--- config.mk ---
export PLATFORM = sky130hd
export DESIGN_NAME = mc_ctrl_flat
export DESIGN_NICKNAME = d
export VERILOG_FILES = /design/src/rtl/mc_ctrl_if.sv /design/src/rtl/mc_ctrl.sv /design/src/flat_wrapper.sv
export SDC_FILE = /design/constraint.sdc
export NUM_CORES = 1
export LEC_CHECK = 0
export ABC_AREA = 1
export BUFFER_PORTS_ARGS = -buffer_cell sky130_fd_sc_hd__buf_2
export CORE_MARGIN = 4
export CORE_UTILIZATION = 45
export DETAILED_ROUTE_END_ITERATION = 12
export PLACE_DENSITY = 0.8
export REMOVE_ABC_BUFFERS = 1
export SETUP_SLACK_MARGIN = 0.02
export SLEW_MARGIN = 20
export SYNTH_ARGS = -nofsm -noshare
export SYNTH_HDL_FRONTEND = slang
export SYNTH_SLANG_ARGS = --single-unit
--- constraint.sdc ---
create_clock -name clk -period 1.5 [get_ports clk]
set_input_delay 0.375 -clock clk [delete_from_list [all_inputs] [get_ports clk]]
set_output_delay 0.375 -clock clk [all_outputs]
set_load 0.02 [all_outputs]
--- src/rtl/mc_ctrl_if.sv ---
// Control bundle between the MCCPU main controller and its datapath.
interface mc_ctrl_if;
    logic [5:0] Op;
    logic [5:0] Funct;
    logic       Zero;
    logic       PCWrite;
    logic [1:0] NPCOp;
    logic       IRWrite;
    logic       IorD;
    logic       MemWrite;
    logic       RegWrite;
    logic [1:0] GPRSel;
    logic [1:0] WDSel;
    logic       EXTOp;
    logic       ALUSrcB;
    logic [2:0] ALUOp;
    logic       Illegal;

    modport master (
        input  Op, Funct, Zero,
        output PCWrite, NPCOp, IRWrite, IorD, MemWrite, RegWrite,
               GPRSel, WDSel, EXTOp, ALUSrcB, ALUOp, Illegal
    );

    modport slave (
        output Op, Funct, Zero,
        input  PCWrite, NPCOp, IRWrite, IorD, MemWrite, RegWrite,
               GPRSel, WDSel, EXTOp, ALUSrcB, ALUOp, Illegal
    );
endinterface

--- src/rtl/mc_ctrl.sv ---
// Multicycle main control FSM for MCCPU: sequences fetch/decode/execute/memory/
// writeback and decodes datapath controls from the current state and Op/Funct.
module mc_ctrl (
    input  logic      clk,
    input  logic      rst,
    mc_ctrl_if.master bus
);
    localparam logic [2:0] ALU_NOP  = 3'b000;
    localparam logic [2:0] ALU_ADD  = 3'b001;
    localparam logic [2:0] ALU_SUB  = 3'b010;
    localparam logic [2:0] ALU_AND  = 3'b011;
    localparam logic [2:0] ALU_OR   = 3'b100;
    localparam logic [2:0] ALU_SLT  = 3'b101;
    localparam logic [2:0] ALU_SLTU = 3'b110;
    localparam logic [2:0] ALU_LUI  = 3'b111;

    localparam logic [5:0] OP_R    = 6'b000000;
    localparam logic [5:0] OP_LW   = 6'b100011;
    localparam logic [5:0] OP_SW   = 6'b101011;
    localparam logic [5:0] OP_BEQ  = 6'b000100;
    localparam logic [5:0] OP_ADDI = 6'b001000;
    localparam logic [5:0] OP_ANDI = 6'b001100;
    localparam logic [5:0] OP_ORI  = 6'b001101;
    localparam logic [5:0] OP_LUI  = 6'b001111;
    localparam logic [5:0] OP_J    = 6'b000010;
    localparam logic [5:0] OP_JAL  = 6'b000011;

    typedef enum logic [3:0] {
        S_FETCH, S_DECODE, S_EXEC, S_ALUWB, S_MEMADR,
        S_MEMRD, S_MEMWB, S_MEMWR, S_BRANCH, S_JUMP
    } state_e;

    state_e state_q, state_d;

    logic [2:0] alu_sel;
    logic       alu_ok;
    logic       is_itype;

    logic       pc_write, ir_write, iord, mem_write, reg_write;
    logic       ext_op, alu_src_b, illegal;
    logic [1:0] npc_op, gpr_sel, wd_sel;
    logic [2:0] alu_op;

    // ALU-class decode; ALUWB reuses it since Op/Funct are held until FETCH
    always_comb begin
        alu_sel  = ALU_NOP;
        alu_ok   = 1'b0;
        is_itype = 1'b0;
        unique case (bus.Op)
            OP_R: begin
                alu_ok = 1'b1;
                unique case (bus.Funct)
                    6'b100000: alu_sel = ALU_ADD;
                    6'b100010: alu_sel = ALU_SUB;
                    6'b100100: alu_sel = ALU_AND;
                    6'b100101: alu_sel = ALU_OR;
                    6'b101010: alu_sel = ALU_SLT;
                    6'b101011: alu_sel = ALU_SLTU;
                    default:   alu_ok  = 1'b0;
                endcase
            end
            OP_ADDI: begin alu_sel = ALU_ADD; alu_ok = 1'b1; is_itype = 1'b1; end
            OP_ANDI: begin alu_sel = ALU_AND; alu_ok = 1'b1; is_itype = 1'b1; end
            OP_ORI:  begin alu_sel = ALU_OR;  alu_ok = 1'b1; is_itype = 1'b1; end
            OP_LUI:  begin alu_sel = ALU_LUI; alu_ok = 1'b1; is_itype = 1'b1; end
            default: ;
        endcase
    end

    always_ff @(posedge clk) begin
        if (rst) state_q <= S_FETCH;
        else     state_q <= state_d;
    end

    always_comb begin
        state_d   = state_q;
        pc_write  = 1'b0;
        npc_op    = 2'b00;
        ir_write  = 1'b0;
        iord      = 1'b0;
        mem_write = 1'b0;
        reg_write = 1'b0;
        gpr_sel   = 2'b00;
        wd_sel    = 2'b00;
        ext_op    = 1'b0;
        alu_src_b = 1'b0;
        alu_op    = ALU_NOP;
        illegal   = 1'b0;
        unique case (state_q)
            S_FETCH: begin
                ir_write = 1'b1;
                pc_write = 1'b1;
                state_d  = S_DECODE;
            end
            S_DECODE: begin
                if (bus.Op == OP_LW || bus.Op == OP_SW) state_d = S_MEMADR;
                else if (alu_ok)                       state_d = S_EXEC;
                else if (bus.Op == OP_BEQ)             state_d = S_BRANCH;
                else if (bus.Op == OP_J || bus.Op == OP_JAL) state_d = S_JUMP;
                else begin
                    illegal = 1'b1;
                    state_d = S_FETCH;
                end
            end
            S_EXEC: begin
                alu_src_b = is_itype;
                ext_op    = (bus.Op == OP_ADDI);
                alu_op    = alu_sel;
                state_d   = S_ALUWB;
            end
            S_ALUWB: begin
                reg_write = 1'b1;
                gpr_sel   = (bus.Op == OP_R) ? 2'b00 : 2'b01;
                alu_op    = alu_sel;
                state_d   = S_FETCH;
            end
            S_MEMADR: begin
                alu_src_b = 1'b1;
                ext_op    = 1'b1;
                alu_op    = ALU_ADD;
                state_d   = (bus.Op == OP_LW) ? S_MEMRD : S_MEMWR;
            end
            S_MEMRD: begin
                iord    = 1'b1;
                state_d = S_MEMWB;
            end
            S_MEMWB: begin
                reg_write = 1'b1;
                gpr_sel   = 2'b01;
                wd_sel    = 2'b01;
                state_d   = S_FETCH;
            end
            S_MEMWR: begin
                iord      = 1'b1;
                mem_write = 1'b1;
                state_d   = S_FETCH;
            end
            S_BRANCH: begin
                alu_op   = ALU_SUB;
                ext_op   = 1'b1;
                npc_op   = 2'b01;
                pc_write = bus.Zero;
                state_d  = S_FETCH;
            end
            S_JUMP: begin
                pc_write = 1'b1;
                npc_op   = 2'b10;
                if (bus.Op == OP_JAL) begin
                    reg_write = 1'b1;
                    gpr_sel   = 2'b10;
                    wd_sel    = 2'b10;
                end
                state_d = S_FETCH;
            end
            default: state_d = S_FETCH;
        endcase
        // reset masks every side effect, whatever state the register holds
        if (rst) begin
            pc_write  = 1'b0;
            ir_write  = 1'b0;
            mem_write = 1'b0;
            reg_write = 1'b0;
            illegal   = 1'b0;
        end
    end

    assign bus.PCWrite  = pc_write;
    assign bus.NPCOp    = npc_op;
    assign bus.IRWrite  = ir_write;
    assign bus.IorD     = iord;
    assign bus.MemWrite = mem_write;
    assign bus.RegWrite = reg_write;
    assign bus.GPRSel   = gpr_sel;
    assign bus.WDSel    = wd_sel;
    assign bus.EXTOp    = ext_op;
    assign bus.ALUSrcB  = alu_src_b;
    assign bus.ALUOp    = alu_op;
    assign bus.Illegal  = illegal;
endmodule

--- src/flat_wrapper.sv ---
// flat-port wrapper written by rule: the top's interface ports become plain ports
module mc_ctrl_flat 
  (clk, rst, bus_Op, bus_Funct, bus_Zero, bus_PCWrite, bus_NPCOp, bus_IRWrite, bus_IorD, bus_MemWrite, bus_RegWrite, bus_GPRSel, bus_WDSel, bus_EXTOp, bus_ALUSrcB, bus_ALUOp, bus_Illegal);
  mc_ctrl_if bus_i ();
  input  logic clk;
  input  logic rst;
  input wire logic [$bits(bus_i.Op)-1:0] bus_Op;
  input wire logic [$bits(bus_i.Funct)-1:0] bus_Funct;
  input wire logic [$bits(bus_i.Zero)-1:0] bus_Zero;
  output wire logic [$bits(bus_i.PCWrite)-1:0] bus_PCWrite;
  output wire logic [$bits(bus_i.NPCOp)-1:0] bus_NPCOp;
  output wire logic [$bits(bus_i.IRWrite)-1:0] bus_IRWrite;
  output wire logic [$bits(bus_i.IorD)-1:0] bus_IorD;
  output wire logic [$bits(bus_i.MemWrite)-1:0] bus_MemWrite;
  output wire logic [$bits(bus_i.RegWrite)-1:0] bus_RegWrite;
  output wire logic [$bits(bus_i.GPRSel)-1:0] bus_GPRSel;
  output wire logic [$bits(bus_i.WDSel)-1:0] bus_WDSel;
  output wire logic [$bits(bus_i.EXTOp)-1:0] bus_EXTOp;
  output wire logic [$bits(bus_i.ALUSrcB)-1:0] bus_ALUSrcB;
  output wire logic [$bits(bus_i.ALUOp)-1:0] bus_ALUOp;
  output wire logic [$bits(bus_i.Illegal)-1:0] bus_Illegal;
  assign bus_i.Op = bus_Op;
  assign bus_i.Funct = bus_Funct;
  assign bus_i.Zero = bus_Zero;
  assign bus_PCWrite = bus_i.PCWrite;
  assign bus_NPCOp = bus_i.NPCOp;
  assign bus_IRWrite = bus_i.IRWrite;
  assign bus_IorD = bus_i.IorD;
  assign bus_MemWrite = bus_i.MemWrite;
  assign bus_RegWrite = bus_i.RegWrite;
  assign bus_GPRSel = bus_i.GPRSel;
  assign bus_WDSel = bus_i.WDSel;
  assign bus_EXTOp = bus_i.EXTOp;
  assign bus_ALUSrcB = bus_i.ALUSrcB;
  assign bus_ALUOp = bus_i.ALUOp;
  assign bus_Illegal = bus_i.Illegal;
  mc_ctrl u_core (.clk(clk), .rst(rst), .bus(bus_i));
endmodule
==> results of run 1 <==
Yosys cell counts (3+ instances only):
| library cell | n | area (um2) |
|---|---|---|
| o21ai_0 | 3 | 15.01 |
| nor2_1 | 18 | 67.56 |
| inv_2 | 6 | 22.52 |
| a21oi_1 | 5 | 25.02 |
| nand3_1 | 12 | 60.06 |
| nand2_2 | 3 | 18.77 |
| nor3_2 | 3 | 30.03 |
| nand2_1 | 29 | 108.9 |
| nor2_2 | 5 | 31.28 |
| inv_1 | 17 | 63.81 |
| dfxtp_1 | 4 | 80.08 |
logic make-up after synthesis:
kind of cell	share of synthesized area (%)
AOI/OAI and AO/OA	11.81
buffers and inverters	13.71
and+or+nand+nor	62.29
DFF	12.19
through the flow:
| step | hold slack, ns | util (%) | setup TNS [ns] |
|---|---|---|---|
| 2_1_floorplan | 0.4441 | - | -1.219 |
| 3_3_place_gp | 0.5894 | 74.39 | -1.223 |
| 3_5_place_dp | 0.5922 | 74.39 | -1.538 |
==> impl_metrics.ini, run 1 <==
[logic_synthesis]
synth_seq_area_share_pct = 12.19
ys.flop_type = dfxtp_1
ys_seq_elements = 4
avgSynthCellArea_um2 = 5.384
synth_area_um2 = 656.9
synthCells = 122
async_reset_ff_share_pct = 0
ys_warn_count = 0
yosysUniqueCellTypes = 22
synth_edf_count = 0

[clock_tree]
cts_sinks = 4
clockBufferDepth = 2
clockRootBuffer = clkbuf_4
ctsResizeCount = 56
htree_levels = 1
post-cts-setup-buffer-count = 14
cts_made_buffers = 3
postCtsHoldBufs = 0

[placed_design]
place_congestion = 0.8917
portBuffers = 31
place_inst = 189
dp_slack_ns = -0.2644
place_area_um2 = 992.2
dp_hpwl_um = 1881

[floorplanning]
fp.dieW_um = 46.21
rows = 13
die_h_um = 46.21
start_util_pct = 49.25
ios = 32

[status]
stop_stage = 4_1_cts
outcome = stopped before the end
firstError = [ERROR DPL-0033] detailed placement checks failed during check placement.
==> run 2, diff against run 1 <==
--- a/config.mk
+++ b/config.mk
@@ -7,12 +7,11 @@
 export LEC_CHECK = 0
 export ABC_AREA = 1
 export BUFFER_PORTS_ARGS = -buffer_cell sky130_fd_sc_hd__buf_2
-export CORE_MARGIN = 4
-export CORE_UTILIZATION = 45
+export CORE_AREA = 4 4 65 67
 export DETAILED_ROUTE_END_ITERATION = 12
-export PLACE_DENSITY = 0.8
+export DIE_AREA = 0 0 69 71
+export PLACE_DENSITY_LB_ADDON = 0.15
 export REMOVE_ABC_BUFFERS = 1
-export SETUP_SLACK_MARGIN = 0.02
 export SLEW_MARGIN = 20
 export SYNTH_ARGS = -nofsm -noshare
 export SYNTH_HDL_FRONTEND = slang
==> run 2 against run 1 <==
Against the previous run:
- the flow now finishes, with violations (negative setup slack)
- synthesized area stayed put
- synthesized cell count unchanged
==> impl_metrics.ini, run 2 <==
[status]
outcome = complete, but fails checks
violations = negative setup slack

[clock_tree]
cts_tree = built
htree_levels = 1
clock_latency_ns = 0.22
cts_sinks = 4
clockBufferDepth = 2
clkTransAtPathRegs_ns = 0.03
clockRootBuffer = clkbuf_8
cts_made_buffers = 3

[logic_synthesis]
synthTopCellsByArea = nand2_1 (17%), dfxtp_1 (12%), nor2_1 (10%)
ys_warn_count = 0
synth_edf_count = 0
synth_seq_area_share_pct = 12.19
yosysMostFrequentCell = nand2_1
ys_seq_elements = 4
async_reset_ff_share_pct = 0
ys.flop_type = dfxtp_1
yosysTopAreaCell = nand2_1
avgSynthCellArea_um2 = 5.384
yosys-top-cells-count = nand2_1 (29), nor2_1 (18), inv_1 (17), nand3_1 (12), inv_2 (6)
synth.top_cell.area_share_pct = 16.57
synthCells = 122
synth_area_um2 = 656.9
yosysUniqueCellTypes = 22

[global_routing]
grtUsageTotal_pct = 9.897
gr-total-overflow = 0
grt_pass1_vias = 975
grt_max_degree = 9
antenna_found_initial = 0
grt_pass1_wl_um = 4167

[placed_design]
portBuffers = 31
dp_hpwl_um = 2008
place_congestion = 0.8002

[worst_setup_path]
cp-startpoint = u_core.state_q[0]$_SDFF_PP0_
crit_path_frequent_cell = nor2_2
crit_chain = inv_4, nor2_4, nand3_4, nor4_4, nor2_2, nor2_2, buf_6
r2r_start = u_core.state_q[0]$_SDFF_PP0_
crit_required_ns = 1.12
cp_max_fo = 4
cpPeakStageDelay_ns = 0.35
critPathLaunchType = flip-flop
crit_path_end_kind = output pin
critPathArrivalTime_ns = 1.37
crit_type = flip-flop to output pin
cpMaxStageDelayCell = dfxtp_2

[floorplanning]
core-area_mm2 = 0.003633
fp.dieW_um = 69
die_area_mm2 = 0.004899
rows = 22
die_h_um = 71
start_util_pct = 18.08
ios = 32

[sta]
finalHoldViolations = 0
fin_crit_ns = 1.747
worst_pin_slew_ns = 0.3078
worst_slack_ns = -0.2472
fmax_mhz = 572.4
hold_ws_ns = 0.4810
setup_viol = 15
rsz0062_at_grt = true
slew_violations = 0
clock_skew_ns = 0.004914
finalCritPeriodShare_pct = 116.5
finalSetupTns_ns = -2.437
relSlewSlack_pct = 79.36

[cells_and_area]
layout_commonest_cell = buf_4
nFillCells = 394
regMostFlops = u_core.state_q
fin_nets = 209
reg_top3 = u_core.state_q: 4 flops
area_growth_pct = 128.0
largest_reg_flops = 4
antenna_cells = 0
layout-drive-gt1-share_pct = 63.54
final_cell_mix = buf_4 (40), nand2_1 (21), buf_6 (18), inv_1 (14), nor2_1 (14)

[power]
power_uw = 559.9
power.density_mw_per_mm2 = 373.8
leakagePower_uw = 0.0007606
ir_drop_v = 0.0002061

[hold_path]
hp-class = input port to flip-flop
hp-start = rst

[route]
dr_total_vias = 1016
drc = 0
ant_nets = 0
finalWirelength_um = 2545
dr.pass1.iters = 4
via_per_inst = 4.233
drt_iter0_drc = 18
routedWlPerCell_um = 10.60

[run]
drv_cap = 0
[run 2: cell counts after synthesis]
No cell type changed its count.
[run 2: metrics by stage]
step	util (%)	instances	cell area (um2)	worst slack [ns]
6_report	41.22	240	1498	-0.2472
5_1_grt	41.22	240	1498	-0.3449
4_1_cts	36.23	235	1316	-0.2416
3_5_place_dp	29.89	229	1086	-0.2895
3_3_place_gp	29.89	229	1086	-0.2614
2_1_floorplan	-	121	653.1	-0.2415
[run 2: what timing repair did]
| item | 4_1_cts | 5_1_grt |
|---|---|---|
| cloned | 0 | 0 |
| pin swaps | 3 | 19 |
| setup buffers | 5 | 6 |
| setup endpoints to repair | 17 | 17 |
| hold buffers | 0 | 0 |
| gates resized for setup | 51 | 42 |
[run 2: logic make-up (layout without fill, tap and decap cells)]
group	Yosys count	in the layout	synth area share, %
AND/OR/NAND/NOR	80	80	62.29
buffers and inverters	24	94	13.71
AO/OA/AOI/OAI	14	14	11.81
flip-flops	4	4	12.19
[run 2: cell type report]
cell class | instances | area, um2 | area share [%]
inverter | 23 | 106.4 | 7.101
multi-input combinational | 94 | 644.4 | 43.02
sequential | 4 | 92.59 | 6.182
timing repair buffer | 68 | 553.0 | 36.93
clock buffer | 3 | 41.29 | 2.757
tap | 48 | 60.06 | 4.010
[run 2: worst paths after layout]
path | to | slack, ns | cells past startpoint
max | bus_RegWrite | -0.25 | 7
min | u_core.state_q[1]$_SDFF_PP0_ | 0.48 | 2
max reg2reg | u_core.state_q[3]$_SDFF_PP0_ | 0.31 | 8
min reg2reg | u_core.state_q[2]$_SDFF_PP0_ | 0.60 | 2
[run 2: critical path: cells and delay by family (launching register included)]
family	cells	cell delay, ns
buf+inv	2	0.18
simple gates	5	0.62
flops	1	0.35
[run 2: metal layers]
| layer | GRT usage, % | share of wire, % |
|---|---|---|
| met1 | 13.14 | 44 |
| met2 | 16.84 | 51 |
| met3 | 1.989 | 4.5 |
| met4 | 1.518 | 0.28 |
| met5 | 0 | 0 |
[run 2: power by group]
| part | total [uW] | leakage [uW] | internal (uW) | switching, uW |
|---|---|---|---|---|
| Combinational | 221 | 0.000704 | 102 | 119 |
| Clock | 227 | 0.0000216 | 171 | 55.5 |
| Sequential | 112 | 0.0000352 | 107 | 5.49 |
No activity file was read; power rests on OpenSTA's default activity.
==> run 3, diff against run 2 <==
--- a/config.mk
+++ b/config.mk
@@ -8,6 +8,7 @@
 export ABC_AREA = 1
 export BUFFER_PORTS_ARGS = -buffer_cell sky130_fd_sc_hd__buf_2
 export CORE_AREA = 4 4 65 67
+export CTS_CLUSTER_DIAMETER = 30
 export DETAILED_ROUTE_END_ITERATION = 12
 export DIE_AREA = 0 0 69 71
 export PLACE_DENSITY_LB_ADDON = 0.15
==> constraint.sdc (replaced) <==
create_clock -name clk -period 1.5 [get_ports clk]
set_input_delay 0.15 -clock clk [delete_from_list [all_inputs] [get_ports clk]]
set_output_delay 0.15 -clock clk [all_outputs]
set_load 0.02 [all_outputs]
==> run 3 against run 2 <==
Against the previous run:
- the flow still finishes with violations (negative setup slack)
- critical path type unchanged
- clock skew shrank 0.0041 ns
- worst hold slack worse by 0.25 ns
- largest power group unchanged
- worst setup slack better by 0.23 ns
- largest cell class unchanged
- die area unchanged
- non-clock buffer count fell by 25
- global-route usage is 0.27 points lower
==> impl_metrics.ini, run 3 (synthesis results as in run 2) <==
[status]
outcome = complete, but fails checks
violations = negative setup slack

[cells_and_area]
regMostFlops = u_core.state_q
largest_reg_flops = 4
reg_top3 = u_core.state_q: 4 flops
fin_util_pct = 29.34
antenna_cells = 0
area_growth_pct = 62.29
final-seq-area_um2 = 85.08
layout-drive-gt1-share_pct = 49.10
fin_nets = 184
final_cell_mix = nand2_1 (25), buf_2 (24), inv_1 (16), buf_4 (16), nor2_1 (14)
multi_input_area_um2 = 519.2
nFillCells = 434
layout_commonest_cell = nand2_1

[floorplanning]
die_area_mm2 = 0.004899
start_util_pct = 18.08
core-area_mm2 = 0.003633
fp.dieW_um = 69
rows = 22
die_h_um = 71
ios = 32

[power]
p_int_uw = 345.9
power.density_mw_per_mm2 = 468.4
p_comb_share_pct = 31.8
leakagePower_uw = 0.0005643
power.share.clock_pct = 45.3
seqPwrFrac_pct = 22.9
ir_drop_v = 0.0001718
switching_share_pct = 30.73
p_switching_uw = 153.4

[placed_design]
portBuffers = 31
place_congestion = 0.8174
dp_hpwl_um = 1841

[sta]
slew_violations = 0
rsz0062_at_grt = true
relSlewSlack_pct = 64.86
finalHoldViolations = 0
clock_skew_ns = 0.0008554
fin_crit_ns = 1.519
setup_viol = 1
worst_slack_ns = -0.01898
hold_ws_ns = 0.2297
finalCritPeriodShare_pct = 101.3
fmax_mhz = 658.3
worst_pin_slew_ns = 0.5222

[worst_setup_path]
cp_max_fo = 4
crit_path_end_kind = output pin
critPathArrivalTime_ns = 1.37
r2r_cells = 10
crit_type = flip-flop to output pin
critPathLaunchType = flip-flop
crit_required_ns = 1.35

[route]
drc = 0
routedWlPerCell_um = 10.38
finalWirelength_um = 2232
ant_nets = 0
drt_iter0_drc = 27
via_per_inst = 4.172
dr.pass1.iters = 4
dr_total_vias = 897

[clock_tree]
clock_latency_ns = 0.22
postCtsHoldBufs = 0
clkTransAtPathRegs_ns = 0.03
clockBufferDepth = 2
cts_made_buffers = 3
htree_levels = 1
clockRootBuffer = clkbuf_8
cts_tree = built
cts_sinks = 4

[global_routing]
grt_pass1_wl_um = 3850
antenna_found_initial = 0
grt_pass1_vias = 920
gr-total-overflow = 0
grt_max_degree = 9
grtUsageTotal_pct = 9.626

[run]
drv_cap = 0

[hold_path]
hp-class = input port to flip-flop
min_path_cells = 2
## run 3: cell count changes in the layout (fill, tap and decap cells not counted), sizes merged
cell,previous run,this run
buf,68,43
## run 3: critical path: stages, from the launching register on
cell	delay, ns
dfxtp_2	0.33
buf_6	0.12
nor2_4	0.13
nand3_4	0.12
nor4_4	0.18
nor2_2	0.06
nor2_2	0.09
buf_6	0.12
## run 3: per-layer routing
layer	vias up	track usage (%)	wire, um
met5	-	0	0
met4	0	6.291	54
met3	6	2.131	126
met2	31	15.57	996
met1	375	11.44	1055
li1	485	-	-
## run 3: power groups by stage
stage / registers [uW] / logic (uW) / clock network [uW]
global route: 115 / 178 / 240
finish: 114 / 159 / 226
global placement: 115 / 136 / 0
floorplan: 117 / 78.1 / 0
CTS: 114 / 151 / 234
detailed placement: 115 / 137 / 0
## run 3: area by class of cell
type	instances	share of cell area, %
multi-input combinational	94	48.71
timing repair buffer	43	25.70
sequential	4	7.981
tap	48	5.634
clock buffer	3	3.873
inverter	23	8.099
## run 3: what timing repair did
action,in CTS,in global routing
buffers inserted,5,2
gates resized for setup,11,15
endpoints found under the setup margin,9,12
cloned,0,0
hold endpoints to repair,0,0
pin swaps,5,3
## run 3: path summary, 6_finish.rpt
check | end | startpoint | slack (ns)
worst max-delay path | bus_RegWrite | u_core.state_q[1]$_SDFF_PP0_ | -0.02
worst min-delay path | u_core.state_q[2]$_SDFF_PP0_ | rst | 0.23
worst max register to register | u_core.state_q[3]$_SDFF_PP0_ | u_core.state_q[1]$_SDFF_PP0_ | 0.05
worst min register to register | u_core.state_q[2]$_SDFF_PP0_ | u_core.state_q[2]$_SDFF_PP0_ | 0.59
## run 3: metrics by stage
step | instances | setup slack, ns | instance area (um2) | power [uW] | setup TNS, ns
floorplan | 121 | 0.006983 | 653.1 | 194.7 | 0
global placement | 205 | 0.08216 | 905.9 | 251.1 | 0
detailed placement | 205 | 0.1090 | 905.9 | 251.5 | 0
CTS | 213 | -0.08129 | 1015 | 498.6 | -0.1361
global route | 215 | -0.1166 | 1066 | 532.8 | -0.5260
finish | 215 | -0.01898 | 1066 | 499.3 | -0.01898
==> run 4, diff against run 3 <==
--- a/config.mk
+++ b/config.mk
@@ -7,12 +7,13 @@
 export LEC_CHECK = 0
 export ABC_AREA = 1
 export BUFFER_PORTS_ARGS = -buffer_cell sky130_fd_sc_hd__buf_2
-export CORE_AREA = 4 4 65 67
+export CORE_AREA = 2 2 63 65
 export CTS_CLUSTER_DIAMETER = 30
 export DETAILED_ROUTE_END_ITERATION = 12
-export DIE_AREA = 0 0 69 71
+export DIE_AREA = 0 0 65 67
 export PLACE_DENSITY_LB_ADDON = 0.15
 export REMOVE_ABC_BUFFERS = 1
+export SKIP_CTS_REPAIR_TIMING = 1
 export SLEW_MARGIN = 20
 export SYNTH_ARGS = -nofsm -noshare
 export SYNTH_HDL_FRONTEND = slang
==> constraint.sdc (replaced) <==
create_clock -name clk -period 1.35 [get_ports clk]
set_input_delay 0.135 -clock clk [delete_from_list [all_inputs] [get_ports clk]]
set_output_delay 0.135 -clock clk [all_outputs]
set_load 0.02 [all_outputs]
==> run 4 against run 3 <==
Against the previous run:
- the flow still finishes with violations (negative setup slack)
- clock power is 9.3% higher
- non-clock buffer count is 4 higher
- clock skew hardly changed
- critical path depth is 1 lower
- die area is 11% lower
- sequential power is 9.6% higher
- worst setup slack worse by 0.13 ns
- largest cell class unchanged
==> impl_metrics.ini, run 4 (synthesis results as in run 2) <==
[route]
routedWlPerCell_um = 10.20
drt_iter0_drc = 25
via_per_inst = 4.151
dr_total_vias = 909
finalWirelength_um = 2234
drc = 0
ant_nets = 0
dr.pass1.iters = 4

[global_routing]
antenna_found_initial = 0
grt_pass1_vias = 856
grtUsageTotal_pct = 10.36
grt_max_degree = 9
grt_pass1_wl_um = 3560
gr-total-overflow = 0

[worst_setup_path]
critPathArrivalTime_ns = 1.37
crit_required_ns = 1.22
crit_path_end_kind = output pin
crit_type = flip-flop to output pin
critPathLaunchType = flip-flop
cp_max_fo = 5

[clock_tree]
clockRootBuffer = clkbuf_8
clockBufferDepth = 2
cts_tree = built
cts_sinks = 4
clkTransAtPathRegs_ns = 0.03
clock_latency_ns = 0.21
cts_made_buffers = 3
htree_levels = 1

[sta]
finalCritPeriodShare_pct = 111.3
slew_violations = 0
fmax_mhz = 665.3
finalHoldViolations = 0
setup_viol = 11
relSlewSlack_pct = 80.94
fin_crit_ns = 1.503
rsz0062_at_grt = true
worst_pin_slew_ns = 0.2833
clock_skew_ns = 0.0005008
worst_slack_ns = -0.1531

[cells_and_area]
final_cell_mix = nand2_1 (27), buf_4 (22), buf_2 (21), nor2_1 (14), inv_1 (12)
final_area_mm2 = 0.001169
area_growth_pct = 77.90
layout_commonest_cell = nand2_1
largest_reg_flops = 4
regMostFlops = u_core.state_q
fin_nets = 188
nFillCells = 416
reg_top3 = u_core.state_q: 4 flops
layout-drive-gt1-share_pct = 54.39
antenna_cells = 0

[status]
outcome = complete, but fails checks
violations = negative setup slack

[power]
leakagePower_uw = 0.0006084
power.density_mw_per_mm2 = 479.1
ir_drop_v = 0.0001525

[placed_design]
dp_slack_ns = -0.01285
place_area_um2 = 958.4
portBuffers = 31
place_congestion = 0.7501
dp_hpwl_um = 1863

[floorplanning]
die_h_um = 67
fp.dieW_um = 65
die_area_mm2 = 0.004355
core-area_mm2 = 0.003606
start_util_pct = 18.22
rows = 22
ios = 32

[hold_path]
hp-class = input port to flip-flop

[run]
drv_cap = 0
-- run 4: per-stage QoR --
step                hold slack (ns)  total power (uW)  TNS [ns]  instances  util (%)
floorplan                    0.2041             216.4   -0.4200        121         -
global placement             0.4404             290.3  -0.02184        212     26.58
detailed placement           0.4421             291.8  -0.02550        212     26.58
CTS                          0.2202             545.5    -1.987        215     27.72
global route                 0.2882             596.8    -1.773        219     32.41
finish                       0.2446             559.8   -0.7837        219     32.41
-- run 4: per-layer routing --
| layer | wire length, um | track usage [%] |
|---|---|---|
| met3 | 130 | 1.689 |
| met4 | 0 | 2.394 |
| met5 | 0 | 0 |
| met2 | 1046 | 18.56 |
| met1 | 1057 | 12.88 |
-- run 4: worst paths after layout --
path	from	endpoint	slack (ns)	cells past startpoint
hold reg to reg	u_core.state_q[0]$_SDFF_PP0_	u_core.state_q[0]$_SDFF_PP0_	0.58	3
setup reg to reg	u_core.state_q[2]$_SDFF_PP0_	u_core.state_q[1]$_SDFF_PP0_	0.23	6
setup / recovery	u_core.state_q[1]$_SDFF_PP0_	bus_PCWrite	-0.15	6
hold / removal	rst	u_core.state_q[0]$_SDFF_PP0_	0.24	2
-- run 4: critical path: stages, from the launching register on --
cell and delay (ns):
dfxtp_4 0.36, inv_4 0.10, nand2_2 0.09, nor3_4 0.23
nand2_1 0.07, a31oi_1 0.12, buf_2 0.18
-- run 4: final cells by class --
| cell class | instances | area, um2 | share of cell area [%] |
|---|---|---|---|
| multi-input combinational | 94 | 568.0 | 48.61 |
| timing repair buffer | 47 | 315.3 | 26.98 |
| inverter | 23 | 93.84 | 8.030 |
| sequential | 4 | 90.09 | 7.709 |
| tap | 48 | 60.06 | 5.139 |
| clock buffer | 3 | 41.29 | 3.533 |
-- run 4: report_power, final --
part           internal, uW  switching, uW
sequential              120           5.12
combinational          74.2            113
clock                   190           57.2
